`src/rtl/counter_pkg.sv`:
```
`timescale 1ns/1ps
// Shared constants and sizing helper for the synchronous counter family.
// Latency: n/a (package only).
// Backpressure: n/a (package only).
package counter_pkg;

  // Direction encoding on the up input
  localparam logic DIR_UP   = 1'b1;
  localparam logic DIR_DOWN = 1'b0;

  // Behaviour at the count limits, selected by the SATURATE parameter
  localparam int MODE_WRAP = 0;
  localparam int MODE_SAT  = 1;

  // Bits needed to hold the values 0..value-1. Never returns less than 1,
  // so a caller can size WIDTH directly from MODULUS.
  function automatic int clog2(input int value);
    int bits;
    bits = 1;
    while ((64'(1) << bits) < 64'(value)) begin
      bits = bits + 1;
    end
    return bits;
  endfunction

endpackage

```
`src/rtl/counter_next_logic.sv`:
```
`timescale 1ns/1ps
// Next-state logic for the synchronous counter: load clamp, up/down step, limit detection, tc.
// Latency: purely combinational, zero cycles.
// Backpressure: none; outputs follow inputs continuously.
module counter_next_logic
  import counter_pkg::*;
#(
  parameter int WIDTH       = 3,
  parameter int MODULUS     = 8,
  parameter int RESET_VALUE = 0,
  parameter int SATURATE    = MODE_WRAP
) (
  input  logic [WIDTH-1:0] count,
  input  logic             en,
  input  logic             up,
  input  logic             load,
  input  logic [WIDTH-1:0] load_value,
  output logic [WIDTH-1:0] next_count,
  output logic             limit_hit,
  output logic             tc
);

  // MODULUS may equal 2^WIDTH, so the modulus itself only fits in WIDTH+1 bits.
  localparam logic [WIDTH:0]   MOD_X  = (WIDTH+1)'(MODULUS);
  localparam logic [WIDTH-1:0] LAST_W = WIDTH'(MODULUS - 1);
  localparam logic [WIDTH-1:0] RST_W  = WIDTH'(RESET_VALUE);

  logic [WIDTH:0]   cnt_x;
  logic [WIDTH:0]   inc_x;
  logic [WIDTH:0]   ld_x;
  logic [WIDTH-1:0] dec_w;
  logic             at_last;
  logic             at_zero;
  logic             ld_in_range;
  logic             sat_mode;

  // Widened increment: count+1 == MODULUS marks the top state without any
  // carry loss even when MODULUS = 2^WIDTH.
  assign cnt_x       = {1'b0, count};
  assign inc_x       = cnt_x + (WIDTH+1)'(1);
  assign dec_w       = count - WIDTH'(1);
  assign ld_x        = {1'b0, load_value};
  assign at_last     = (inc_x == MOD_X);
  assign at_zero     = (count == '0);
  assign ld_in_range = (ld_x < MOD_X);
  assign sat_mode    = (SATURATE == MODE_SAT);

  // Terminal count looks only at the enable and the limit in the current direction,
  // so a downstream stage enabled by tc steps on exactly the wrap edge.
  assign tc = en & (((up == DIR_UP) & at_last) | ((up == DIR_DOWN) & at_zero));

  // Priority: load (clamped, never a limit event), then enabled step, then hold.
  always_comb begin
    next_count = count;
    limit_hit  = 1'b0;
    if (load) begin
      next_count = ld_in_range ? load_value : LAST_W;
    end else if (en && (up == DIR_UP)) begin
      if (at_last) begin
        limit_hit  = 1'b1;
        next_count = sat_mode ? count : '0;
      end else begin
        next_count = inc_x[WIDTH-1:0];
      end
    end else if (en) begin
      if (at_zero) begin
        limit_hit  = 1'b1;
        next_count = sat_mode ? count : LAST_W;
      end else begin
        next_count = dec_w;
      end
    end
  end

  // Reset value only matters to the top level; kept as a parameter so both
  // files share one parameter set.
  logic unused_rst;
  assign unused_rst = ^RST_W;

endmodule

```
`src/rtl/param_sync_counter.sv`:
```
`timescale 1ns/1ps
// Parametrised synchronous up/down counter with load, modulus, wrap/saturate, tc cascade and sticky ovf.
// Latency: one cycle from en/load to count and ovf; tc is combinational.
// Backpressure: none; the counter accepts an update on every rising edge.
module param_sync_counter
  import counter_pkg::*;
#(
  parameter int WIDTH       = 3,
  parameter int MODULUS     = 8,
  parameter int RESET_VALUE = 0,
  parameter int SATURATE    = MODE_WRAP
) (
  input  logic             input_clock1_1,
  input  logic             input_reset_n,
  input  logic             en,
  input  logic             up,
  input  logic             load,
  input  logic [WIDTH-1:0] load_value,
  input  logic             ovf_clear,
  output logic [WIDTH-1:0] count,
  output logic             tc,
  output logic             ovf
);

  // Reject parameter sets that would make the count range meaningless.
  if (WIDTH < 1) begin : g_bad_width
    $error("param_sync_counter: WIDTH must be at least 1");
  end
  if (MODULUS < 2 || 64'(MODULUS) > (64'(1) << WIDTH)) begin : g_bad_modulus
    $error("param_sync_counter: MODULUS must lie in 2..2^WIDTH");
  end
  if (RESET_VALUE < 0 || RESET_VALUE >= MODULUS) begin : g_bad_reset
    $error("param_sync_counter: RESET_VALUE must be below MODULUS");
  end
  if (SATURATE != MODE_WRAP && SATURATE != MODE_SAT) begin : g_bad_mode
    $error("param_sync_counter: SATURATE must be 0 or 1");
  end

  localparam logic [WIDTH-1:0] RESET_W = WIDTH'(RESET_VALUE);

  logic [WIDTH-1:0] next_count;
  logic             limit_hit;

  counter_next_logic #(
    .WIDTH       (WIDTH),
    .MODULUS     (MODULUS),
    .RESET_VALUE (RESET_VALUE),
    .SATURATE    (SATURATE)
  ) u_next (
    .count      (count),
    .en         (en),
    .up         (up),
    .load       (load),
    .load_value (load_value),
    .next_count (next_count),
    .limit_hit  (limit_hit),
    .tc         (tc)
  );

  // Count register: reset overrides everything, otherwise take the prioritised next value.
  always_ff @(posedge input_clock1_1) begin
    if (!input_reset_n) begin
      count <= RESET_W;
    end else begin
      count <= next_count;
    end
  end

  // Sticky overflow: a limit event on the same edge as a clear keeps the flag set.
  always_ff @(posedge input_clock1_1) begin
    if (!input_reset_n) begin
      ovf <= 1'b0;
    end else if (limit_hit) begin
      ovf <= 1'b1;
    end else if (ovf_clear) begin
      ovf <= 1'b0;
    end
  end

endmodule
```
`config.mk`:
```
export PLATFORM = sky130hd
export DESIGN_NAME = param_sync_counter
export DESIGN_NICKNAME = d
export VERILOG_FILES = /design/src/rtl/counter_pkg.sv /design/src/rtl/counter_next_logic.sv /design/src/rtl/param_sync_counter.sv
export SDC_FILE = /design/constraint.sdc
export NUM_CORES = 1
export LEC_CHECK = 0
export ABC_CLOCK_PERIOD_IN_PS = 2650
export BUFFER_PORTS_ARGS = -buffer_cell sky130_fd_sc_hd__buf_2
export CELL_PAD_IN_SITES_DETAIL_PLACEMENT = 1
export CELL_PAD_IN_SITES_GLOBAL_PLACEMENT = 1
export CORE_AREA = 2 2 39 41
export DETAILED_ROUTE_END_ITERATION = 8
export DIE_AREA = 0 0 41 43
export PLACE_DENSITY_LB_ADDON = 0.1
export SYNTH_ARGS = -nofsm -noshare
export SYNTH_HDL_FRONTEND = slang
export SYNTH_SLANG_ARGS = --single-unit
```
`constraint.sdc`:
```
create_clock -name input_clock1_1 -period 2.65 [get_ports input_clock1_1]
set_input_delay 0.265 -clock input_clock1_1 [delete_from_list [all_inputs] [get_ports input_clock1_1]]
set_output_delay 0.265 -clock input_clock1_1 [all_outputs]
set_load 0.03 [all_outputs]
```
* Word-level counts from Yosys, hierarchy flattened
Index checks and enable logic that the tools add are counted.
** Operators by class
- $add $sub $neg :: 2
- $mul :: 0
- Divide/modulo/power cells :: 0
- Order comparisons :: 1
- Equal/unequal tests :: 1
- Shift-type cells :: 0
- Muxes and demuxes :: 13
- Bitwise gates (word level) :: 5
- Reduce and logical (&&, ||, !) cells :: 4
** Operators by type and width (count)
- 2-to-1 mux 3 bit :: 6
- 2-to-1 mux 1 bit :: 7
- adder 3 x 1 -> 4 bit, second input constant :: 1
- equality test 4 bit, second input constant :: 1
- less-than comparator 3 x 4 -> 1 bit, second input constant :: 1
- bitwise AND 1 bit :: 3
- zero test 3 bit :: 1
- nonzero test 3 bit :: 1
- subtractor 3 x 1 -> 3 bit, second input constant :: 1
- nonzero test 2 bit :: 1
- logical AND 1 bit :: 1
- inverter 1 bit :: 1
- bitwise OR 1 bit :: 1
** Word-level totals
- Register bits after elaboration :: 4
- Bits in latches :: 0
- Bits in writable memories :: 0
- Memory bits (read-only) :: 0
- Bits of input ports :: 9
- Output and inout port bits :: 5
- Word-level logic and storage cells :: 28
- Memories :: 0

* Longest topological paths before layout
Gate-level depths: netlist of the first run.
- Depth in word-level cells :: 6
- Depth in mapped cells :: 5
- Gate-level depth less buffers :: 5

* Cells and area by module
A second synthesis of the first run with hierarchy kept.
** Unflattened totals
- Cells, all modules :: 38
- Area total of the unflattened synthesis :: 335.3 µm²
** Modules (own cells, without submodules)
- counter_next_logic :: instances 1, cells an instance 29, area an instance 215.2 µm², seq. area each 0.0 µm²
- param_sync_counter :: instances 1, cells an instance 9, area an instance 120.1 µm², seq. area each 80.1 µm²

* Worst setup path after synthesis of the first run
Ideal clock, no wire load.
- Path kind :: input -> register
- From :: in count[0]
- To :: reg ovf
- Library setup time :: 0.060 ns
- Data arrival time :: 1.535 ns
- Data required time :: 2.590 ns
- Slack :: 1.055 ns
- Cell stages on the path :: 6
- Buffers on the path :: 0
- Path through :: dfxtp_1 inv_1 ha_1 inv_1 o32ai_2 a31o_1
** On the way
- Word-level cells in the longest chain between the ends :: 6
- Elaborated cells between the ends (all ways) :: 10
- Classes of those cells :: add/sub: 1; eq/ne: 1; mux: 6; reduce/logical: 2
** RTL lines
- start, declared :: line param_sync_counter.sv:20 : output logic [WIDTH-1:0] count,
- adder 3 x 1 -> 4 bit / zero test 3 bit (equally long branches) :: line counter_next_logic.sv:40, counter_next_logic.sv:44
- equality test 4 bit / 2-to-1 mux 1 bit (equally long branches) :: line counter_next_logic.sv:43, counter_next_logic.sv:66
- 2-to-1 mux 1 bit, on equally long branches :: line counter_next_logic.sv:59, counter_next_logic.sv:65
- 2-to-1 mux 1 bit * :: line counter_next_logic.sv:58 : end else if (en && (up == DIR_UP)) begin
- 2-to-1 mux 1 bit * :: line counter_next_logic.sv:56 : if (load) begin
- 2-to-1 mux 1 bit / nonzero test 2 bit (equally long branches)
- end signal, assigned :: line param_sync_counter.sv:72 : ovf <= 1'b0;
- end signal, assigned :: line param_sync_counter.sv:74 : ovf <= 1'b1;
- end signal, assigned :: line param_sync_counter.sv:76 : ovf <= 1'b0;
- end, declared :: line param_sync_counter.sv:22 : output logic ovf
Every way passes the cells marked *; elsewhere a longest branch is shown, timed or not.
A chain may end at the register's enable or synchronous reset.

* Worst setup path after layout of the first run
- From :: in count[0]
- To :: out tc
** On the way
- Word-level cells in the longest chain between the ends :: 5
- Elaborated cells between the ends (all ways) :: 7
- Classes of those cells :: add/sub: 1; eq/ne: 1; bitwise: 4; reduce/logical: 1
** RTL lines
- adder 3 x 1 -> 4 bit :: line counter_next_logic.sv:40 : assign inc_x = cnt_x + (WIDTH+1)'(1);
- equality test 4 bit :: line counter_next_logic.sv:43 : assign at_last = (inc_x == MOD_X);
- bitwise AND 1 bit :: line counter_next_logic.sv:50 : assign tc = en & (((up == DIR_UP) & at_last) | ((up == DIR_DOWN) & at_zero));
- bitwise OR 1 bit * :: line counter_next_logic.sv:50
- bitwise AND 1 bit * :: line counter_next_logic.sv:50
- end, declared :: line param_sync_counter.sv:21 : output logic tc,
Marked as above.

==> results of run 1 <==
state kept, by name (all words and copies together) (netlist names):
register / count
count: 3
ovf: 1
area by class of cell:
class / count / area, sq um
flip-flops and latches: 4 / 80.1
multi-input cells: 22 / 195
inverters: 4 / 15.0
well taps: 16 / 20.0
fillers: 173 / 986
repair buffers: 13 / 65.1
clock buffers: 3 / 22.5
worst min path at each step:
stage,end,slack (ns),start
after floorplan,count[0],0.40,load_value[0]
after global placement,count[0],0.49,load_value[0]
after detailed placement,count[0],0.50,load_value[0]
after CTS,count[0],0.24,load_value[0]
after global routing,count[0],0.24,load_value[0]
final,count[0],0.25,load_value[0]
power by group through the flow:
stage | sequential, W | clock, W | combinational [W]
6_report | 0.0000699 | 0.0000773 | 0.0000590
5_1_grt | 0.0000705 | 0.0000852 | 0.0000650
4_1_cts | 0.0000701 | 0.0000830 | 0.0000603
3_5_place_dp | 0.0000711 | 0 | 0.0000596
3_3_place_gp | 0.0000706 | 0 | 0.0000584
2_1_floorplan | 0.0000788 | 0 | 0.0000309
through the flow:
stage | hold slack [ns] | area (sq um) | utilization [%] | setup slack (ns) | power (W)
floorplan | 0.403 | 290 | - | 1.06 | 0.000110
global placement | 0.488 | 375 | 27.1 | 1.20 | 0.000129
detailed placement | 0.500 | 375 | 27.1 | 1.16 | 0.000131
CTS | 0.243 | 398 | 28.8 | 0.893 | 0.000213
global route | 0.243 | 398 | 28.8 | 0.805 | 0.000221
finish | 0.254 | 398 | 28.8 | 0.929 | 0.000206
per-layer routing:
| metal | track usage [%] | part of all wire, % | up-vias |
|---|---|---|---|
| met5 | 0 | 0 | - |
| met4 | 10.0 | 4.5 | 0 |
| met3 | 3.66 | 6.0 | 3 |
| met2 | 15.3 | 48 | 12 |
| met1 | 11.5 | 41 | 130 |
| li1 | - | - | 140 |
cells by family after synthesis:
group / after synthesis / share of synthesized area [%]
and+or+nand+nor: 7 / 13.8
DFF: 4 / 27.6
adders and majority gates: 3 / 12.9
xor gates and xnor gates: 2 / 6.04
buffers and inverters: 4 / 5.17
muxes: 2 / 8.62
AOI/OAI and AO/OA: 8 / 25.9
placed cells by master (no fill, tap or decap):
cell type  synthesis  final
nor2b_1            1      1
o21ai_0            1      1
nor3_1             1      1
inv_2              1      1
mux2i_1            1      1
a31o_1             1      1
xnor2_1            2      2
and3b_1            1      1
ha_1               3      3
nand4_1            1      1
clkbuf_4           0      3
nand2b_1           1      1
o211a_1            1      1
buf_2              0     13
a21oi_1            1      1
o31ai_1            1      1
dfxtp_1            4      4
a21boi_2           1      1
inv_1              3      3
o221a_1            1      1
o32ai_2            1      1
mux2_4             1      1
nand2_1            2      2
==> summary.md, run 1 <==
| Metric | Value |
|---|---|
| Status | `finished clean` |
| Routability Congestion | `0.582` |
| Psw | `0.0000644 W` |
| Max stage delay cell, worst path | `dfxtp_1` |
| Core Area | `1380 sq um` |
| R2r worst-path depth | `5` |
| FFs w/ async S/R, synth | `0%` |
| Distinct cells, synth | `21` |
| Warnings, synthesis | `0` |
| Top cell type by total area after synthesis | `dfxtp_1` |
| Period Utilization, post-route | `65.0%` |
| Syn nets | `42` |
| Vias per Instance | `4.60` |
| Dominant cells by area after synthesis | `dfxtp_1 28%, ha_1 13%, xnor2_1 6.0%, o32ai_2 5.6%, mux2_4 5.2%` |
| Skew-Pair Late Insertion Delay | `0.24 ns` |
| Root buffer cell | `clkbuf_4` |
| DRT iter0 DRCs | `0` |
| DP Cell Count | `59` |
| Cell mode on critical path | `inv_1` |
| Synthesized area per cell | `9.68 sq um` |
| Cts hold-fix bufs | `0` |
| Clock Power Share | `37.5%` |
| CTS tree | `yes` |
| Combinational share of power | `28.6%` |
| Site Rows | `14` |
| Final cell count without fillers | `62` |
| Final ANT Viol Nets | `0` |
| Reg-to-Reg Start | `count[0]` |
| Clk sink count | `4` |
| Drc violations | `0` |
| EDFF count, synth | `0` |
| Crit path to | `tc` |
| Reg2Reg Setup Slack | `1.27 ns` |
| Clock skew | `0.00364 ns` |
| Slew @ Worst Pin | `0.242 ns` |
| Top cells by count, synth | `4 x dfxtp_1, 3 x ha_1, 3 x inv_1, 2 x nand2_1, 2 x xnor2_1` |
| Final #Nets | `60` |
| Routed WL | `734 um` |
| CP Max Fanout | `5` |
| CTS Buf Count | `3` |
| Die footprint | `1760 sq um` |
| Effective utilization at floorplan | `21.0%` |
| HPWL Detailed | `603 um` |
| Instance count on the critical path | `5` |
| Worst VDD drop | `0.000168 V` |
| Setup_tns | `0 ns` |
| Yosys top cell area share | `27.6%` |
| Via count | `285` |
| Die height | `43 um` |
| Fmax | `581 MHz` |
| RSZ-0062 raised after global routing | `false` |
| Register area share after synthesis | `27.6%` |
| Crit. Startpoint | `count[0]` |
| Total grt overflow | `0` |
| Bufs on Longest Clock Path | `2` |
| Pleak | `0.202 nW` |
| Element type at the critical path end | `output pin` |
| Diode count | `0` |
| Worst EP required | `2.38 ns` |
| Startpoint class of the critical path | `flip-flop` |
| Maximum number of pins on one net before global-route repair | `8` |
| Sequential share of power | `33.9%` |
| H-tree depth | `1` |
| HP Class | `in -> reg` |
| Max-cap violations | `0` |
| Chip width | `41 um` |
| Critical path cell sequence | `inv_1, ha_1, inv_1, o32ai_2, buf_2` |
| Finish-stage setup viols | `0` |
| Hold Crit Depth | `2` |
| Switching fraction of total power | `31.2%` |
| Slowest stage delay, CP | `0.35 ns` |
| Total track usage | `10.7%` |
| P_int | `0.000142 W` |
| Worst Path Buf+Inv | `3` |
| Initial antenna violation count | `0` |
| CTS clk-pin slew, worst paths | `0.04 ns` |
| Mapped cell area | `290 sq um` |
| Setup CP Type | `reg -> out` |
| Seq cells post-synth | `4` |
| CP arrival | `1.46 ns` |
| Main synth FF type | `dfxtp_1` |
| Post-Syn Instances | `30` |
| I/O pins | `14` |
| Post-CTS Setup Inserts | `0` |
| Fin. max-slew vios | `0` |
| Port-buffer cells | `13` |
| Drt first pass iters | `1` |
| Final Hold Vio Count | `0` |
| Largest delay share family, worst path | `buffers and inverters` |
| Final worst path period need | `1.72 ns` |
| Top-count cell post-synth | `dfxtp_1` |
| Pwr Density | `518 nW/um^2` |
| RR Endpoint | `count[2]` |
| Relative slew slack | `83.7%` |
| Routed WL per cell | `11.8 um` |
| Post_cts resized | `0` |
| First-pass GRT wire length | `1.20 mm` |
| Vias in the first global route | `283` |
| Synthesis-to-finish area growth | `37.1%` |
| Proportion of layout cells with a drive suffix above 1 | `43.5%` |
(Power assumes the default switching activity.)
==> inputs of run 2 (changes only) <==
--- a/config.mk
+++ b/config.mk
@@ -5,7 +5,7 @@
 export SDC_FILE = /design/constraint.sdc
 export NUM_CORES = 1
 export LEC_CHECK = 0
-export ABC_CLOCK_PERIOD_IN_PS = 2650
+export ABC_CLOCK_PERIOD_IN_PS = 1500
 export BUFFER_PORTS_ARGS = -buffer_cell sky130_fd_sc_hd__buf_2
 export CELL_PAD_IN_SITES_DETAIL_PLACEMENT = 1
 export CELL_PAD_IN_SITES_GLOBAL_PLACEMENT = 1
==> constraint.sdc (replaced) <==
create_clock -name input_clock1_1 -period 1.5 [get_ports input_clock1_1]
set_input_delay 0.15 -clock input_clock1_1 [delete_from_list [all_inputs] [get_ports input_clock1_1]]
set_output_delay 0.15 -clock input_clock1_1 [all_outputs]
set_load 0.03 [all_outputs]
==> run 2 against run 1 <==
  * First-iteration DRC count unchanged
  * Routed wire length is 1.9% lower
  * Non-clock buffer count is 2 higher
  * Via count rose by 0.70%
  * Sequential share of layout area shrank 1.2 points
  * Clock power up 69%
  * Design area is 13% higher
  * Sequential cell count did not move
  * Die area stayed put
  * Final cell count grew 3.2%
  * Critical path type unchanged
  * Largest cell class unchanged
  * Highest routed layer unchanged
==> summary.md, run 2 (synthesized netlist as in run 1, its figures left out) <==
| Metric | Value |
|---|---|
| Status | `finished clean (unchanged)` |
| Element type at the critical path end | `output pin (unchanged)` |
| Dpl cell area | `387 sq um (was 375 sq um)` |
| Hold worst-path end | `count[0] (unchanged)` |
| Vias in the first global route | `314 (was 283)` |
| DRT iter0 DRCs | `0 (unchanged)` |
| Routed WL per cell | `11.3 um (was 11.8 um)` |
| Largest delay share family, worst path | `flip-flops (was buffers and inverters)` |
| Setup_tns | `0 ns (unchanged)` |
| Regs by FF count | `count (3), ovf (1) (unchanged)` |
| Vias per Instance | `4.48 (was 4.60)` |
| DP Cell Count | `59 (unchanged)` |
| Final Hold Vio Count | `0 (unchanged)` |
| Period Utilization, post-route | `93.7%` |
| Routability Congestion | `0.621 (was 0.582)` |
| Chip width | `41 um (unchanged)` |
| Die footprint | `1760 sq um (unchanged)` |
| Cts hold-fix bufs | `0 (unchanged)` |
| Final #Nets | `62 (was 60)` |
| Worst VDD drop | `0.000332 V (was 0.000168 V)` |
| Hold wc startpoint | `load_value[0] (unchanged)` |
| Max stage delay cell, worst path | `dfxtp_4 (was dfxtp_1)` |
| CP Max Fanout | `5 (unchanged)` |
| RSZ-0062 raised after global routing | `false (unchanged)` |
| Slowest stage delay, CP | `0.36 ns (was 0.35 ns)` |
| CTS clk-pin slew, worst paths | `0.04 ns (about the same)` |
| Fin. max-slew vios | `0 (unchanged)` |
| First-pass GRT wire length | `1.24 mm (was 1.20 mm)` |
| Routed WL | `720 um (was 734 um)` |
| Bufs on Longest Clock Path | `2 (unchanged)` |
| I/O pins | `14 (unchanged)` |
| Worst EP required | `1.35 ns (was 2.38 ns)` |
| Max-cap violations | `0 (unchanged)` |
| RR Endpoint | `count[2] (unchanged)` |
| Core Area | `1380 sq um (unchanged)` |
| Startpoint class of the critical path | `flip-flop (unchanged)` |
| Final cell count without fillers | `64 (was 62)` |
| Finish-stage setup viols | `0 (unchanged)` |
| Reg2Reg Setup Slack | `0.12 ns (was 1.27 ns)` |
| Critical path cell sequence | `inv_4, ha_4, inv_2, o32ai_4, buf_6 (was inv_1, ha_1, inv_1, o32ai_2, buf_2)` |
| Total grt overflow | `0 (unchanged)` |
| Worst Path Buf+Inv | `3 (unchanged)` |
| Worst hold slack | `0.145 ns (was 0.254 ns)` |
| Via count | `287 (was 285)` |
| Instance count on the critical path | `5 (unchanged)` |
| R2r worst-path depth | `6 (was 5)` |
| Port-buffer cells | `13 (unchanged)` |
| Clock skew | `0.00206 ns (was 0.00364 ns)` |
| Most frequent cells in the layout | `12 x buf_2, 3 x inv_2, 3 x clkbuf_4 (was 13 x buf_2, 4 x dfxtp_1, 3 x inv_1, 3 x ha_1, 3 x clkbuf_4)` |
| Diode count | `0 (unchanged)` |
| Hold Crit Depth | `2 (unchanged)` |
| Most common cell after layout, fill and taps aside | `buf_2 (unchanged)` |
| Proportion of layout cells with a drive suffix above 1 | `58.3% (was 43.5%)` |
| Drc violations | `0 (unchanged)` |
| Maximum number of pins on one net before global-route repair | `8 (unchanged)` |
| Final worst path period need | `1.40 ns` |
| Site Rows | `14 (unchanged)` |
| Setup CP Type | `reg -> out (unchanged)` |
| CP arrival | `1.25 ns (was 1.46 ns)` |
| Final ANT Viol Nets | `0 (unchanged)` |
| Die height | `43 um (unchanged)` |
| Clk sink count | `4 (unchanged)` |
| Relative slew slack | `85.1% (was 83.7%)` |
| Overall Power | `0.000379 W (was 0.000206 W)` |
| Reg with most FFs | `count (unchanged)` |
| Reg-to-Reg Start | `count[0] (unchanged)` |
| HPWL Detailed | `582 um (was 603 um)` |
| H-tree depth | `1 (unchanged)` |
| HP Class | `in -> reg (unchanged)` |
| Synthesis-to-finish area growth | `55.2% (was 37.1%)` |
| CTS tree | `yes (unchanged)` |
| Slew @ Worst Pin | `0.221 ns (was 0.242 ns)` |
| CTS Buf Count | `3 (unchanged)` |
| Final Cell Area | `450 sq um (was 398 sq um)` |
| Root buffer cell | `clkbuf_4 (unchanged)` |
| Total track usage | `10.4% (was 10.7%)` |
| Pleak | `0.213 nW (was 0.202 nW)` |
| Pwr Density | `842 nW/um^2 (was 518 nW/um^2)` |
| Effective utilization at floorplan | `21.0% (unchanged)` |
| Skew-Pair Late Insertion Delay | `0.23 ns (was 0.24 ns)` |
| Number of flip-flops in the largest register | `3 (unchanged)` |
| Initial antenna violation count | `0 (unchanged)` |
| Drt first pass iters | `1 (unchanged)` |
| Fmax | `712 MHz` |
==> run 2: cell count changes in the layout (fill, tap and decap cells not counted), moves of 2 or more <==
cell     before  now
dfxtp_1       4    2
inv_1         3    0
buf_4         0    2
inv_2         1    3
==> run 2: per-layer routing <==
metal  vias to the layer above  GRT usage [%]  part of all wire, %
li1                        149              -                    -
met1                       128           12.8                   43
met2                         8           14.4                   51
met3                         2           4.71                  5.3
met4                         0           6.00                 0.83
met5                         -              0                    0
==> run 2: area by class of cell <==
type / count / area [sq um]
inverters: 4 / 17.5
clock buffers: 3 / 22.5
flip-flops and latches: 4 / 85.1
fillers: 173 / 933
multi-input cells: 22 / 219
repair buffers: 15 / 86.3
well taps: 16 / 20.0
==> run 2: stage by stage <==
| stage | utilization [%] | setup WS [ns] |
|---|---|---|
| global placement | 27.9 | 0.146 |
| finish | 32.5 | 0.0952 |
| CTS | 30.3 | 0.0169 |
| detailed placement | 27.9 | 0.135 |
| global route | 32.5 | 0.0196 |
| floorplan | - | 0.0130 |
==> run 2: power breakdown <==
part / switching (W) / total [W] / leakage (nW) / internal (W)
clock: 0.0000413 / 0.000131 / 0.0138 / 0.0000893
combinational: 0.0000639 / 0.000123 / 0.166 / 0.0000590
sequential: 0.0000101 / 0.000126 / 0.0339 / 0.000116
==> run 2: repair_timing <==
item	4_1_cts	5_1_grt
pin swaps	1	1
buffers inserted	0	2
hold endpoints to repair	0	0
resized for setup	4	7
setup endpoints to repair	1	1
==> run 2: how the worst max path moves through the flow <==
stage	to	start	slack (ns)
6_report	tc	count[0]	0.1
5_1_grt	tc	count[0]	0.02
4_1_cts	tc	count[1]	0.02
3_5_place_dp	tc	count[0]	0.13
3_3_place_gp	tc	count[0]	0.15
2_1_floorplan	count[2]	count[0]	0.01
==> run 2: worst reg2reg max path, cell delays in order (launching register included) <==
cell,delay [ns]
dfxtp_4,0.37
inv_4,0.04
buf_4,0.12
ha_1,0.20
mux2_4,0.28
a21boi_2,0.13
o221a_1,0.18
==> inputs of run 3 (changes only) <==
--- a/config.mk
+++ b/config.mk
@@ -13,6 +13,7 @@
 export DETAILED_ROUTE_END_ITERATION = 8
 export DIE_AREA = 0 0 41 43
 export PLACE_DENSITY_LB_ADDON = 0.1
+export RECOVER_POWER = 100
 export SYNTH_ARGS = -nofsm -noshare
 export SYNTH_HDL_FRONTEND = slang
 export SYNTH_SLANG_ARGS = --single-unit
==> run 3 against run 2 <==
  * Largest power group unchanged
  * Critical path type unchanged
  * Highest routed layer unchanged
  * Utilization decreased by 0.36 points
  * Register-to-register slack about the same
  * Sequential cell count unchanged
  * Largest cell class unchanged
  * Combinational power about the same
  * Clock skew unchanged
  * Worst hold slack unchanged
==> summary.md, run 3 (synthesized netlist as in run 1, its figures left out) <==
| Metric | Value |
|---|---|
| Status | `finished clean (unchanged)` |
| Root buffer cell | `clkbuf_4 (unchanged)` |
| Slowest stage delay, CP | `0.36 ns (about the same)` |
| CTS Buf Count | `3 (unchanged)` |
| HP Class | `in -> reg (unchanged)` |
| Bufs on Longest Clock Path | `2 (unchanged)` |
| Fin. max-slew vios | `0 (unchanged)` |
| Via count | `285 (was 287)` |
| Dpl cell area | `387 sq um (unchanged)` |
| I/O pins | `14 (unchanged)` |
| Synthesis-to-finish area growth | `53.4% (was 55.2%)` |
| Port-buffer cells | `13 (unchanged)` |
| Pleak | `0.198 nW (was 0.213 nW)` |
| CTS tree | `yes (unchanged)` |
| Vias per Instance | `4.45 (was 4.48)` |
| DRT iter0 DRCs | `0 (unchanged)` |
| Final #Nets | `62 (unchanged)` |
| H-tree depth | `1 (unchanged)` |
| DP Cell Count | `59 (unchanged)` |
| Element type at the critical path end | `output pin (unchanged)` |
| Core Area | `1380 sq um (unchanged)` |
| Reg with most FFs | `count (unchanged)` |
| Final Cell Area | `445 sq um (was 450 sq um)` |
| Clock skew | `0.00206 ns (unchanged)` |
| Most common cell after layout, fill and taps aside | `buf_2 (unchanged)` |
| Finish-stage setup viols | `0 (unchanged)` |
| Critical path cell sequence | `inv_4, ha_4, inv_2, o32ai_4, buf_6 (unchanged)` |
| RSZ-0062 raised after global routing | `false (unchanged)` |
| Setup_tns | `0 ns (unchanged)` |
| Vias in the first global route | `314 (unchanged)` |
| Diode count | `0 (unchanged)` |
| Routed WL per cell | `11.2 um (was 11.3 um)` |
| CP Max Fanout | `5 (unchanged)` |
| Max stage delay cell, worst path | `dfxtp_4 (unchanged)` |
| Effective utilization at floorplan | `21.0% (unchanged)` |
| Site Rows | `14 (unchanged)` |
| Fmax | `712 MHz (about the same)` |
| Period Utilization, post-route | `93.7% (about the same)` |
| Final cell count without fillers | `64 (unchanged)` |
| Skew-Pair Late Insertion Delay | `0.23 ns (about the same)` |
| Routability Congestion | `0.621 (unchanged)` |
| Chip width | `41 um (unchanged)` |
| Number of flip-flops in the largest register | `3 (unchanged)` |
| Worst VDD drop | `0.000332 V (about the same)` |
| Total grt overflow | `0 (unchanged)` |
| Drt first pass iters | `1 (unchanged)` |
| CTS clk-pin slew, worst paths | `0.04 ns (about the same)` |
| Startpoint class of the critical path | `flip-flop (unchanged)` |
| Max-cap violations | `0 (unchanged)` |
| Relative slew slack | `75.9% (was 85.1%)` |
| Most frequent cells in the layout | `8 x buf_2, 4 x clkbuf_1, 3 x inv_2, 3 x clkbuf_4 (was 12 x buf_2, 3 x inv_2, 3 x clkbuf_4)` |
| Setup CP Type | `reg -> out (unchanged)` |
| Worst EP required | `1.35 ns (about the same)` |
| First-pass GRT wire length | `1.24 mm (unchanged)` |
| Routed WL | `719 um (was 720 um)` |
| Die footprint | `1760 sq um (unchanged)` |
| Initial antenna violation count | `0 (unchanged)` |
| Maximum number of pins on one net before global-route repair | `8 (unchanged)` |
| Die height | `43 um (unchanged)` |
| Final ANT Viol Nets | `0 (unchanged)` |
| Regs by FF count | `count (3), ovf (1) (unchanged)` |
| Final Hold Vio Count | `0 (unchanged)` |
| Final core utilization | `32.2% (was 32.5%)` |
| Final worst path period need | `1.41 ns (was 1.40 ns)` |
| CP arrival | `1.26 ns (was 1.25 ns)` |
| Total track usage | `10.4% (unchanged)` |
| Proportion of layout cells with a drive suffix above 1 | `50.0% (was 58.3%)` |
| Slew @ Worst Pin | `0.364 ns (was 0.221 ns)` |
| Clk sink count | `4 (unchanged)` |
| Drc violations | `0 (unchanged)` |
| HPWL Detailed | `582 um (unchanged)` |
| Pwr Density | `847 nW/um^2 (was 842 nW/um^2)` |
run 3: cell count changes in the layout (fill, tap and decap cells not counted), sizes merged:
cell | before | now
clkbuf | 3 | 7
buf | 15 | 11
run 3: path summary, 6_finish.rpt:
| kind | slack (ns) | cells past startpoint | from | end |
|---|---|---|---|---|
| worst min register to register | 0.58 | 2 | count[1] | count[1] |
| worst max-delay path | 0.09 | 5 | count[0] | tc |
| worst min-delay path | 0.15 | 2 | load_value[0] | count[0] |
| worst max register to register | 0.12 | 6 | count[0] | count[2] |
run 3: critical path: cells and delay by family, from the launching register on:
family / cells / cell delay (ns)
buffers and inverters: 3 / 0.27
AOI/OAI and AO/OA: 1 / 0.26
adders and majority gates: 1 / 0.13
DFF: 1 / 0.36
run 3: routing by layer:
layer / track usage, % / up-vias / part of all wire (%)
met5: 0 / - / 0
met4: 6.00 / 0 / 0.83
met3: 4.71 / 2 / 5.1
met2: 14.4 / 8 / 51
met1: 12.8 / 127 / 43
li1: - / 148 / -
run 3: layout make-up:
cell class | instances | area (sq um)
well taps | 16 | 20.0
clock buffers | 3 | 22.5
flip-flops and latches | 4 | 85.1
inverters | 4 | 17.5
fillers | 174 | 938
multi-input cells | 22 | 219
repair buffers | 15 | 81.3
run 3: through the flow:
| stage | worst slack, ns | hold slack, ns | total power, W |
|---|---|---|---|
| finish | 0.0948 | 0.145 | 0.000377 |
| global route | 0.0187 | 0.147 | 0.000413 |
| CTS | 0.0169 | 0.138 | 0.000376 |
| detailed placement | 0.135 | 0.381 | 0.000234 |
| global placement | 0.146 | 0.371 | 0.000232 |
| floorplan | 0.0130 | 0.288 | 0.000198 |
run 3: repair_timing:
action | CTS | global route
buffers inserted | 0 | 2
gates resized for setup | 4 | 7
pin swaps | 1 | 1
setup endpoints to repair | 1 | 1
hold buffers | 0 | 0
run 3: power by group:
| part | total [W] | leakage (nW) | switching, W | internal (W) |
|---|---|---|---|---|
| registers | 0.000126 | 0.0339 | 0.0000104 | 0.000116 |
| logic | 0.000121 | 0.151 | 0.0000638 | 0.0000568 |
| clock network | 0.000131 | 0.0138 | 0.0000413 | 0.0000893 |
| total | 0.000377 | 0.198 | 0.000116 | 0.000262 |
